==> src/rtl/traffic_gen_pkg.sv <==
// rtl/traffic_gen_pkg.sv - state encoding, LFSR taps and LFSR step shared by traffic_gen
package traffic_gen_pkg;

    typedef enum logic [2:0] {
        IDLE,
        INIT,
        PUSH,
        GAP,
        POP,
        DONE
    } tg_state_e;

    // x^16 + x^14 + x^13 + x^11 + 1, right-shifting Galois form
    localparam logic [15:0] LFSR_TAPS = 16'hB400;

    function automatic logic [15:0] lfsr_next(input logic [15:0] s);
        lfsr_next = s[0] ? ((s >> 1) ^ LFSR_TAPS) : (s >> 1);
    endfunction

endpackage

==> src/rtl/tgen_payload.sv <==
// rtl/tgen_payload.sv - per-channel payload source; LFSR when TRAFFIC_GEN_LFSR_EN, else counter
module tgen_payload
    import traffic_gen_pkg::*;
#(
    parameter int PW = 8
`ifdef TRAFFIC_GEN_LFSR_EN
    , parameter logic [15:0] SEED_C = 16'h0001
`endif
) (
    input  logic          clk,
    input  logic          reset,
    input  logic          advance,
    output logic [PW-1:0] payload
);

`ifdef TRAFFIC_GEN_LFSR_EN
    logic [15:0] lfsr_q;
    logic [15:0] lfsr_d;

    // The word presented with a push is the already-stepped value.
    always_comb lfsr_d = lfsr_next(lfsr_q);

    always_ff @(posedge clk) begin
        if (reset) begin
            lfsr_q <= SEED_C;
        end else if (advance) begin
            lfsr_q <= lfsr_d;
        end
    end

    assign payload = PW'(lfsr_d);
`else
    logic [PW-1:0] cnt_q;

    always_ff @(posedge clk) begin
        if (reset) begin
            cnt_q <= '0;
        end else if (advance) begin
            cnt_q <= cnt_q + 1'b1;
        end
    end

    assign payload = cnt_q;
`endif

endmodule

==> src/rtl/traffic_gen.sv <==
// rtl/traffic_gen.sv - multi-channel IDLE/INIT/PUSH/GAP/POP/DONE stimulus engine
// Payload source selected by TRAFFIC_GEN_LFSR_EN (LFSR) or counter when undefined.
module traffic_gen
    import traffic_gen_pkg::*;
#(
    parameter int          NCH     = 4,
    parameter int          DW      = 10,
    parameter int          LIM_W   = 3,
    parameter int          BURST   = 6,
    parameter int          GAP     = 90,
    parameter int          POP_LEN = 5,
    parameter logic [15:0] SEED    = 16'hACE1
) (
    input  logic              clk,
    input  logic              reset,
    input  logic              start,
    input  logic [LIM_W-1:0]  cfg_limit_low,
    input  logic [LIM_W-1:0]  cfg_limit_high,
    input  logic [NCH-1:0]    full,
    input  logic [NCH-1:0]    empty,
    output logic [NCH*DW-1:0] data_out,
    output logic [NCH-1:0]    push,
    output logic [NCH-1:0]    pop,
    output logic              init,
    output logic [LIM_W-1:0]  limit_low,
    output logic [LIM_W-1:0]  limit_high,
    output logic              done
);

    localparam int TAG_W = (NCH > 1) ? $clog2(NCH) : 1;
    localparam int PW    = DW - TAG_W;
    localparam int BCW   = $clog2(BURST + 1);
    localparam int PCW   = $clog2(POP_LEN + 1);
    localparam int GCW   = (GAP > 0) ? $clog2(GAP + 1) : 1;
    localparam logic [BCW-1:0] BURST_C = BCW'(BURST);
    localparam logic [PCW-1:0] POP_C   = PCW'(POP_LEN);
    localparam logic [GCW-1:0] GAP_C   = GCW'(GAP);

    tg_state_e         state_q, state_d;
    logic [NCH-1:0]    push_q, push_d;
    logic [NCH-1:0]    pop_q, pop_d;
    logic [NCH*DW-1:0] data_q, data_d;
    logic              init_q, init_d;
    logic              done_q, done_d;
    logic [LIM_W-1:0]  lim_lo_q, lim_lo_d;
    logic [LIM_W-1:0]  lim_hi_q, lim_hi_d;
    logic [BCW-1:0]    bcnt_q [NCH];
    logic [BCW-1:0]    bcnt_d [NCH];
    logic [PCW-1:0]    pcnt_q [NCH];
    logic [PCW-1:0]    pcnt_d [NCH];
    logic [NCH-1:0]    fin_q, fin_d;
    logic [GCW-1:0]    gap_q, gap_d;
    logic [NCH-1:0]    fin_now;
    logic              all_pushed;
    logic [PW-1:0]     pay [NCH];

    // Output registers are loaded with the values of the state being entered,
    // so a decision taken at edge k is visible in the following cycle.
    always_comb begin
        state_d    = state_q;
        push_d     = '0;
        pop_d      = '0;
        data_d     = '0;
        init_d     = 1'b0;
        done_d     = 1'b0;
        lim_lo_d   = lim_lo_q;
        lim_hi_d   = lim_hi_q;
        fin_d      = fin_q;
        gap_d      = gap_q;
        bcnt_d     = bcnt_q;
        pcnt_d     = pcnt_q;
        all_pushed = 1'b1;
        fin_now    = '0;

        for (int c = 0; c < NCH; c++) begin
            if (bcnt_q[c] != BURST_C) all_pushed = 1'b0;
            // Empty only retires a channel once the pop phase has had a cycle.
            fin_now[c] = fin_q[c] | (pcnt_q[c] == POP_C) | empty[c];
        end

        unique case (state_q)
            IDLE: begin
                if (start) begin
                    state_d  = INIT;
                    init_d   = 1'b1;
                    lim_lo_d = cfg_limit_low;
                    lim_hi_d = cfg_limit_high;
                    fin_d    = '0;
                    gap_d    = '0;
                    for (int c = 0; c < NCH; c++) begin
                        bcnt_d[c] = '0;
                        pcnt_d[c] = '0;
                    end
                end
            end
            INIT: state_d = PUSH;
            PUSH: begin
                if (all_pushed) begin
                    if (GAP == 0) begin
                        state_d = POP;
                    end else begin
                        state_d = traffic_gen_pkg::GAP;
                        gap_d   = GCW'(1);
                    end
                end
            end
            traffic_gen_pkg::GAP: begin
                if (gap_q == GAP_C) state_d = POP;
                else                gap_d   = gap_q + 1'b1;
            end
            POP: begin
                fin_d = fin_now;
                if (&fin_now) begin
                    state_d = DONE;
                    done_d  = 1'b1;
                end
            end
            DONE: begin
                if (start) done_d  = 1'b1;
                else       state_d = IDLE;
            end
            default: state_d = IDLE;
        endcase

        if (state_d == PUSH) begin
            for (int c = 0; c < NCH; c++) begin
                if ((bcnt_q[c] < BURST_C) && !full[c]) begin
                    push_d[c]            = 1'b1;
                    bcnt_d[c]            = bcnt_q[c] + 1'b1;
                    data_d[c*DW +: DW]   = {TAG_W'(c), pay[c]};
                end
            end
        end

        if (state_d == POP) begin
            for (int c = 0; c < NCH; c++) begin
                if (!fin_d[c] && (pcnt_q[c] < POP_C) && !empty[c]) begin
                    pop_d[c]  = 1'b1;
                    pcnt_d[c] = pcnt_q[c] + 1'b1;
                end
            end
        end
    end

    always_ff @(posedge clk) begin
        if (reset) begin
            state_q  <= IDLE;
            push_q   <= '0;
            pop_q    <= '0;
            data_q   <= '0;
            init_q   <= 1'b0;
            done_q   <= 1'b0;
            lim_lo_q <= '0;
            lim_hi_q <= '0;
            fin_q    <= '0;
            gap_q    <= '0;
            for (int c = 0; c < NCH; c++) begin
                bcnt_q[c] <= '0;
                pcnt_q[c] <= '0;
            end
        end else begin
            state_q  <= state_d;
            push_q   <= push_d;
            pop_q    <= pop_d;
            data_q   <= data_d;
            init_q   <= init_d;
            done_q   <= done_d;
            lim_lo_q <= lim_lo_d;
            lim_hi_q <= lim_hi_d;
            fin_q    <= fin_d;
            gap_q    <= gap_d;
            bcnt_q   <= bcnt_d;
            pcnt_q   <= pcnt_d;
        end
    end

    for (genvar g = 0; g < NCH; g++) begin : g_ch
`ifdef TRAFFIC_GEN_LFSR_EN
        localparam logic [15:0] CH_SEED =
            ((SEED ^ 16'(g)) == 16'h0) ? 16'h0001 : (SEED ^ 16'(g));
        tgen_payload #(.PW(PW), .SEED_C(CH_SEED)) u_payload (
            .clk     (clk),
            .reset   (reset),
            .advance (push_d[g]),
            .payload (pay[g])
        );
`else
        tgen_payload #(.PW(PW)) u_payload (
            .clk     (clk),
            .reset   (reset),
            .advance (push_d[g]),
            .payload (pay[g])
        );
`endif
    end

    assign data_out   = data_q;
    assign push       = push_q;
    assign pop        = pop_q;
    assign init       = init_q;
    assign done       = done_q;
    assign limit_low  = lim_lo_q;
    assign limit_high = lim_hi_q;

endmodule

==> config.mk <==
export PLATFORM = sky130hd
export DESIGN_NAME = traffic_gen
export DESIGN_NICKNAME = d
export VERILOG_FILES = /design/src/rtl/traffic_gen_pkg.sv /design/src/rtl/tgen_payload.sv /design/src/rtl/traffic_gen.sv
export SDC_FILE = /design/constraint.sdc
export NUM_CORES = 1
export LEC_CHECK = 0
export ABC_AREA = 1
export CAP_MARGIN = 20
export CORE_MARGIN = 4
export CORE_UTILIZATION = 55
export CTS_CLUSTER_SIZE = 10
export DETAILED_ROUTE_END_ITERATION = 10
export GPL_ROUTABILITY_DRIVEN = 0
export PLACE_DENSITY = 0.8
export RECOVER_POWER = 100
export SLEW_MARGIN = 40
export SYNTH_ARGS = -nofsm -noshare
export SYNTH_HDL_FRONTEND = slang
export SYNTH_SLANG_ARGS = --single-unit
==> constraint.sdc <==
create_clock -name clk -period 3.95 [get_ports clk]
set_clock_uncertainty 0.15 [all_clocks]
set_input_delay 0.79 -clock clk [delete_from_list [all_inputs] [get_ports clk]]
set_output_delay 0.79 -clock clk [all_outputs]
set_load 0.05 [all_outputs]
Word-level counts from Yosys, hierarchy flattened
Cells that the tools add are included.

storage, ports and cells
  register bits = 126
  input bits = 17
  output and inout port bits = 56
  word-level logic and storage cells = 162

cells by class
  add/sub/neg operators = 13
  magnitude comparators = 8
  equal/unequal tests = 19
  mux-type cells = 45
  bitwise gates (word level) = 15
  reduce and logical (&&, ||, !) cells = 36

operators with widths
  cell                                                 count
  2-to-1 mux 12 bit                                    6
  2-to-1 mux 3 bit                                     13
  adder 8 x 1 -> 8 bit, second input constant          4
  adder 3 x 1 -> 3 bit, second input constant          8
  less-than comparator 3 bit, second input constant    8
  equality test 3 bit, second input constant           7
  2-to-1 mux 7 bit                                     3
  case mux 7 bit (3 select lines)                      1
  2-to-1 mux 10 bit                                    2
  case mux 3 bit (6 select lines)                      1
  2-to-1 mux 1 bit                                     14
  logical AND 1 bit                                    12
  zero test 1 bit                                      12
  != test 3 bit, second input constant                 4
  OR reduction 3 bit                                   4
  equality test 3 x 2 -> 1 bit, second input constant  3
  2-to-1 mux 9 bit                                     1
  2-to-1 mux 4 bit                                     2
  bitwise OR 1 bit                                     8
  case mux 4 bit (2 select lines)                      1
  AND reduction 4 bit                                  2
  adder 7 x 1 -> 7 bit, second input constant          1
  equality test 7 bit, second input constant           1
  NOT 1 bit                                            7
  7 further kinds                                      11

Longest topological paths before layout
  depth in word-level cells = 10
  gate-level depth with buffers = 13
  gate-level depth less buffers = 13

Cells and area by module
Synthesis repeated with hierarchy kept, for this count alone.

unflattened totals
  cell total of the unflattened synthesis = 744
  area, all modules = 5385.2 um^2

modules (own cells, without submodules)
  module        times used  cells an instance  area an instance (um^2)  sequential area each (um^2)
  traffic_gen   1           552                3938.8                   1781.7
  tgen_payload  4           48                 361.6                    160.2

Worst setup path before layout
OpenSTA, ideal clock, no wires.

  path kind = input -> register
  start = in empty[1]
  end = reg bcnt_q[0] in the netlist's numbering
  library setup time = 0.121 ns
  data arrival time = 1.843 ns
  required time = 3.679 ns
  path slack = 1.836 ns
  stages on the path = 9
  buffers on the path = 1
  cell sequence = nor2_1 -> nand2_1 -> nand3_1 -> nor2_1 -> nor2_2 -> nand4_1 -> buf_4 -> nor2_1 -> a21oi_1

between the ends
  cells in the longest elaborated chain, start to end = 6

RTL lines
  what                             line                text
  start, declared                  traffic_gen.sv:20   input logic [NCH-1:0] empty,
  bitwise OR 1 bit                 traffic_gen.sv:78   fin_now[c] = fin_q[c] | (pcnt_q[c] == POP_C) | empty[c];
  AND reduction 4 bit              traffic_gen.sv:113  if (&fin_now) begin
  2-to-1 mux 3 bit                 traffic_gen.sv:113
  case mux 3 bit (6 select lines)  traffic_gen.sv:81   unique case (state_q)
  equality test 3 x 2 -> 1 bit     traffic_gen.sv:125  if (state_d == PUSH) begin
  2-to-1 mux 12 bit                traffic_gen.sv:125
  end signal, assigned             traffic_gen.sv:172  bcnt_q <= bcnt_d;
  end, declared                    traffic_gen.sv:47   logic [BCW-1:0] bcnt_q [NCH];

Every way passes these cells.
A chain may end at the register's enable or synchronous reset.

Worst setup path in the final report
  start = in start
  end = reg g_ch[0].u_payload.cnt_q[7]

between the ends
  cells in the longest elaborated chain, start to end = 4
  elaborated cells between the ends (all ways) = 5
  classes of those cells = eq/ne (1); mux (4)

RTL lines
  what                                        line                                   text
  start, declared                             traffic_gen.sv:16                      input logic start,
  2-to-1 mux 3 bit, on equally long branches  traffic_gen.sv:119, traffic_gen.sv:83
  case mux 3 bit (6 select lines) (*)         traffic_gen.sv:81
  equality test 3 x 2 -> 1 bit (*)            traffic_gen.sv:125
  2-to-1 mux 4 bit (*)                        traffic_gen.sv:125
  end signal, assigned                        tgen_payload.sv:39                     cnt_q <= cnt_q + 1'b1;
  end, declared                               tgen_payload.sv:33                     logic [PW-1:0] cnt_q;

Every way passes the cells marked *; elsewhere a longest branch is shown, timed or not.

==> out/qor.csv <==
metric,value,unit
Die Y-Extent,108,um
Tmin final,3.21,ns
Initial Utilization,56.3,%
Die Area,11700,um2
cells along the critical path,dlygate4sd3_1 -> nand3_1 -> nand3_1 -> nor2_8 -> clkbuf_1 -> nand4_1 -> a21oi_1,
global route hottest layer,met2,
WP data arrival,3.50,ns
"non-filler cells, final",921,
met3 usage,6.45,%
Via Count,4885,
initial antenna violation count,0,
pin count of the biggest net entering global routing,57,
cell area after layout,6720,um2
CTS Sinks,121,
Synth async-reset ratio,0,%
hold_sp,limit_low[0],
clk slew on worst S/H paths,0.05,ns
ratio of cells with drive above 1 in the final layout,5.20,%
Critical Path Most Common Cell,nand3_1,
CTS max path bufs,2,
sequential area share after synthesis,44.0,%
largest cells by area after synthesis,"dfxtp_1, nand2_1, nor2_1, inv_1, ha_1",
pwr dens,459,nW/um2
Main synth FF type,dfxtp_1,
HPWL after DPL,8250,um
placed cell areas,6200,um2
CP max FO,18,
"top cells by count, synth","nand2_1, dfxtp_1, nor2_1",
Worst EP required,4.24,ns
setup TNS,0,ns
All-Layer GR Usage,22.8,%
"antenna viol nets, final",0,
Pre-antenna DRT Iters,5,
"Distinct cells, synth",38,
Max Cap Viol,0,
VDD IR max,0.305,mV
Hold Fails Final Rpt,0,
Core ar.,9770,um2
static leakage power,2.95,nW
Post-synth EDFFs,0,
Syn Inst Count,713,
I/O Buffers,68,
startpoint type of the worst setup path,input pin,
Rel. slew slack,50.9,%
fin crit share,81.2,%
Worst Setup End Kind,register,
CTS tree,done,
met1 usage,26.8,%
diodes inserted,0,
Crit path buffers/inverters,2,
Netlist Area Pre-Place,5500,um2
setup repair bufs after CTS,0,
grt met2 use,39.6,%
setup violators final,0,
final WL,12600,um
Crit-path slowest cell,dlygate4sd3_1,
status,"complete, no violations",
area growth from synthesis to layout,22.1,%
DP Cell Count,891,
Worst path max stage delay,0.60,ns
Crit Path Class,input pin to register,
CTS Buf Count,17,
syn_area_per_cell,7.72,um2
CTS Hold Bufs,0,
Worst setup startpoint,start,
Vias/cell,5.30,
Ys Warns,0,
top-count cell post-synth,nand2_1,
"Remaining Overflow, GRT",0,
area share of the largest cell type after synthesis,44.0,%
Max Fclk,0.312,GHz
Die Wd,108,um
drt drc,0,
worst skew pair latency,0.52,ns
root buffer cell,clkbuf_8,
Rows,36,
Synth area leader,dfxtp_1,
final max-slew violation count,0,
NumNets Final,816,
Worst-Margin Slew,0.737,ns
drt wl/cell,13.6,um
post-cts sizing count,0,
post-synthesis register bit count,121,
CP top delay family,simple AND/OR/NAND/NOR gates,
Worst Hold Class,register to register,
unrepaired setup endpoints after global routing,false,
first-pass GRT wire length,21300,um
drt initial violations,315,
IO Count,73,
vias in the first global route,4767,
fillcell total,777,
RR Startpoint,gap_q[0],
H-tree Lvls,4,
-- through the flow --
step | setup WS (ns) | hold slack (ns) | util [%] | power (mW)
floorplan | 1.84 | 0.293 | - | 1.48
global placement | 0.835 | 0.308 | 63.5 | 1.54
detailed placement | 0.697 | 0.311 | 63.5 | 1.54
CTS | 1.23 | 0.331 | 69.6 | 3.11
global route | 0.528 | 0.347 | 68.7 | 3.18
finish | 0.741 | 0.321 | 68.7 | 3.08
-- worst register-to-register path: stages, from the launching register on --
cell and delay, ns:
dfxtp_1 0.38, inv_1 0.08, ha_1 0.20, nand2_1 0.07
nor2_1 0.06, nand3_1 0.07, nand2_1 0.08, inv_2 0.18
buf_4 0.34, nand4_1 0.55, nor2_1 0.51, inv_2 0.14
nor2_1 0.14
-- cells in the final DEF (no fill, tap or decap), types with 22 or more instances in the layout --
master,instances
nand2_1,156
dfxtp_1,121
xor2_1,29
a21oi_1,52
nand3_1,44
nand4_1,43
nor2_1,99
ha_1,22
dlygate4sd3_1,54
inv_1,75
-- routing by layer --
metal / wire (um) / vias up / part of all wire (%)
li1: - / 2413 / -
met1: 5350 / 2302 / 43
met2: 6250 / 151 / 50
met3: 777 / 19 / 6.2
met4: 176 / 0 / 1.4
met5: 0 / - / 0
-- report_power, final --
part / switching (mW) / total, mW / leakage [nW] / internal [mW]
clock: 0.523 / 1.57 / 0.287 / 1.05
sequential: 0.0204 / 1.27 / 0.978 / 1.25
combinational: 0.179 / 0.243 / 1.69 / 0.0648
-- flip-flops by register name, indices dropped and copies added, names as in the netlist --
signal / count
fin_q: 4
limit_low: 3
init: 1
data_out: 35
push: 4
bcnt_q: 12
done: 1
pop: 4
g_ch.u_payload.payload: 32
pcnt_q: 12
state_q: 3
gap_q: 7
limit_high: 3
-- final cells by class --
| type | instances | area [um2] | area share [%] |
|---|---|---|---|
| timing repair buffer | 72 | 698 | 10.4 |
| clock inverter | 8 | 145 | 2.16 |
| clock buffer | 22 | 453 | 6.74 |
| sequential | 121 | 2420 | 36.1 |
| tap | 133 | 166 | 2.48 |
| multi-input combinational | 486 | 2530 | 37.7 |
| inverter | 79 | 297 | 4.42 |
-- worst paths after layout --
check / to / slack, ns / cells past startpoint
max: g_ch[0].u_payload.payload[7] / 0.74 / 7
min: limit_low[0] / 0.32 / 1
max reg2reg: data_out[6] / 0.93 / 12
min reg2reg: limit_low[0] / 0.32 / 1
-- kinds of logic (layout without fill, tap and decap cells) --
| kind of cell | count (synthesis) | count (layout) | share of synthesized area, % |
|---|---|---|---|
| simple gates | 358 | 358 | 30.1 |
| flops | 121 | 121 | 44.0 |
| buf+inv | 109 | 181 | 8.69 |
| xor+xnor | 29 | 29 | 4.62 |
| other cells | 1 | 4 | 0.0681 |
| fa+ha+maj | 22 | 22 | 5.00 |
| compound gates | 73 | 73 | 7.48 |
Note: power is estimated with default switching activity, not from simulation.
==> patch: new RTL, same flow settings <==
Take the reset off `push_q` and `data_q` and load them in a clocked block of their own.
--- a/src/rtl/traffic_gen.sv
+++ b/src/rtl/traffic_gen.sv
@@ -145,9 +145,7 @@
     always_ff @(posedge clk) begin
         if (reset) begin
             state_q  <= IDLE;
-            push_q   <= '0;
             pop_q    <= '0;
-            data_q   <= '0;
             init_q   <= 1'b0;
             done_q   <= 1'b0;
             lim_lo_q <= '0;
@@ -160,9 +158,7 @@
             end
         end else begin
             state_q  <= state_d;
-            push_q   <= push_d;
             pop_q    <= pop_d;
-            data_q   <= data_d;
             init_q   <= init_d;
             done_q   <= done_d;
             lim_lo_q <= lim_lo_d;
@@ -172,6 +168,11 @@
             bcnt_q   <= bcnt_d;
             pcnt_q   <= pcnt_d;
         end
+    end
+
+    always_ff @(posedge clk) begin
+        push_q <= push_d;
+        data_q <= data_d;
     end
 
     for (genvar g = 0; g < NCH; g++) begin : g_ch
Formal check against the unedited RTL: differs if reset is asserted again (counterexample within 4 cycles, from zero or initial values and one cycle with reset high); with reset held inactive, the same outputs for 10 cycles.
==> patch against the original RTL <==
Global-route usage fell by 0.13 points; power barely moved; setup slack got worse by 0.0087 ns; sequential cell count did not move; largest power group unchanged; critical path depth rose by 2; worst hold slack improved by 0.0042 ns; first-iteration DRC count fell by 4.1%; highest routed layer unchanged; cell area rose by 1.2%; wire length rose by 1.8%; area after synthesis rose by 1.8%.
==> patch: results (changes against the original RTL) <==
* Status: finished, final reports clean (unchanged)
* Leak at 3.00 nW (was 2.95 nW)
* Via Count at 4878 (was 4885)
* Final HPWL DP at 8250 um (about the same)
* Layout fillers at 741 (was 777)
* CP startpoint: empty[2] (was start)
* Post-Layout Cell Count at 939 (was 921)
* Placed cells at 907 (was 891)
* # Post-CTS Setup Buffers at 0 (unchanged)
* Placed Area at 0.00627 mm2 (was 0.00620 mm2)
* Post-synthesis instance total at 732 (was 713)
* Share of cells above drive strength 1 at 0.0707 (was 0.0520)
* R2r startpoint: pcnt_q[4]$_SDFF_PP0_ (was gap_q[0]$_SDFFE_PP0P_)
* Post-synthesis cell type count at 34 (was 38)
* Critical Path Max Stage Delay at 0.79 ns (was 0.60 ns)
* Total chip power at 3.08 mW (about the same)
* GRT Total Usage at 0.226 (was 0.228)
* Area contributors post-synth: dfxtp_1 43%, nand2_1 12%, nor2_1 7.0% (was dfxtp_1 44%, nand2_1 11%, nor2_1 6.6%)
* Final nets at 832 (was 816)
* Largest net degree at the start of global routing at 56 (was 57)
* Post-synthesis sequential area ratio at 0.432 (was 0.440)
* Vias in the first global route at 4807 (was 4767)
* DP Worst Slack at 0.890 ns (was 0.697 ns)
* Peak VDD IR at 0.000337 V (was 0.000305 V)
* # resized after CTS at 0 (unchanged)
* Hold path start: g_ch[1].u_payload.payload[4]$_SDFFE_PP0P_ (was limit_low[0]$_SDFFE_PP0P_)
* Seq. pwr at 1.27 mW (about the same)
* Rel. slew slack at 0.294 (was 0.509)
* Crit-path slowest cell: nor2_1 (was dlygate4sd3_1)
* First-pass GRT wire length at 21500 um (was 21300 um)
* Most common library cells after synthesis: 174 x nand2_1, 121 x dfxtp_1, 105 x nor2_1, 88 x inv_1, 48 x a21oi_1 (was 155 x nand2_1, 121 x dfxtp_1, 97 x nor2_1, 75 x inv_1, 52 x a21oi_1)
* Combinational Power Share at 0.090 (was 0.079)
* Switching Power at 0.794 mW (was 0.722 mW)
* CP max FO at 25 (was 18)
* CTS root buffer: clkbuf_8 (unchanged)
* Post-DR wirelength/cell at 13.6 um (about the same)
* Drt first-iter violations at 302 (was 315)
* CP arrival at 3.46 ns (was 3.50 ns)
* Post-synth top area share at 0.432 (was 0.440)
-- patch: changes by cell type after synthesis, sizes merged, moves of 5 or more --
| cell | unedited run | this run |
|---|---|---|
| a22o | 6 | 0 |
| nand4 | 43 | 32 |
| o21ai | 11 | 28 |
| nor2 | 100 | 112 |
| inv | 78 | 92 |
| nand3 | 44 | 21 |
| nand3b | 5 | 0 |
| nand2 | 157 | 177 |
-- patch: metal layers --
layer	track usage	routed length [um]	vias to the layer above
met5	0	0	-
met4	0.0812	184	0
met3	0.0497	654	23
met2	0.398	6490	139
met1	0.270	5450	2297
li1	-	-	2419
-- patch: final timing paths --
kind                                   to  slack [ns]  cells past startpoint
setup / recovery     bcnt_q[3]$_SDFF_PP0_        0.73                      9
hold / removal    data_out[14]$_SDFF_PN0_        0.33                      2
hold reg to reg   data_out[14]$_SDFF_PN0_        0.33                      2
setup reg to reg     bcnt_q[3]$_SDFF_PP0_        0.90                     10
-- patch: cell type report --
type,count,area (um2),share of cell area
Inverter,92,345,0.0508
Multi-Input combinational cell,492,2580,0.380
Timing Repair Buffer,69,683,0.101
Tap cell,133,166,0.0245
Clock buffer,19,422,0.0621
Clock inverter,13,170,0.0250
Sequential cell,121,2420,0.357
-- patch: kinds of logic (layout without fill, tap and decap cells) --
kind of cell / Yosys count / count (layout) / share of synthesized area
AO/OA/AOI/OAI: 84 / 84 / 0.0826
XOR/XNOR: 29 / 29 / 0.0453
adder cells (fa/ha/maj): 22 / 22 / 0.0491
buffers and inverters: 122 / 193 / 0.0956
flip-flops: 121 / 121 / 0.432
other: 1 / 4 / 0.000669
AND/OR/NAND/NOR: 353 / 353 / 0.294
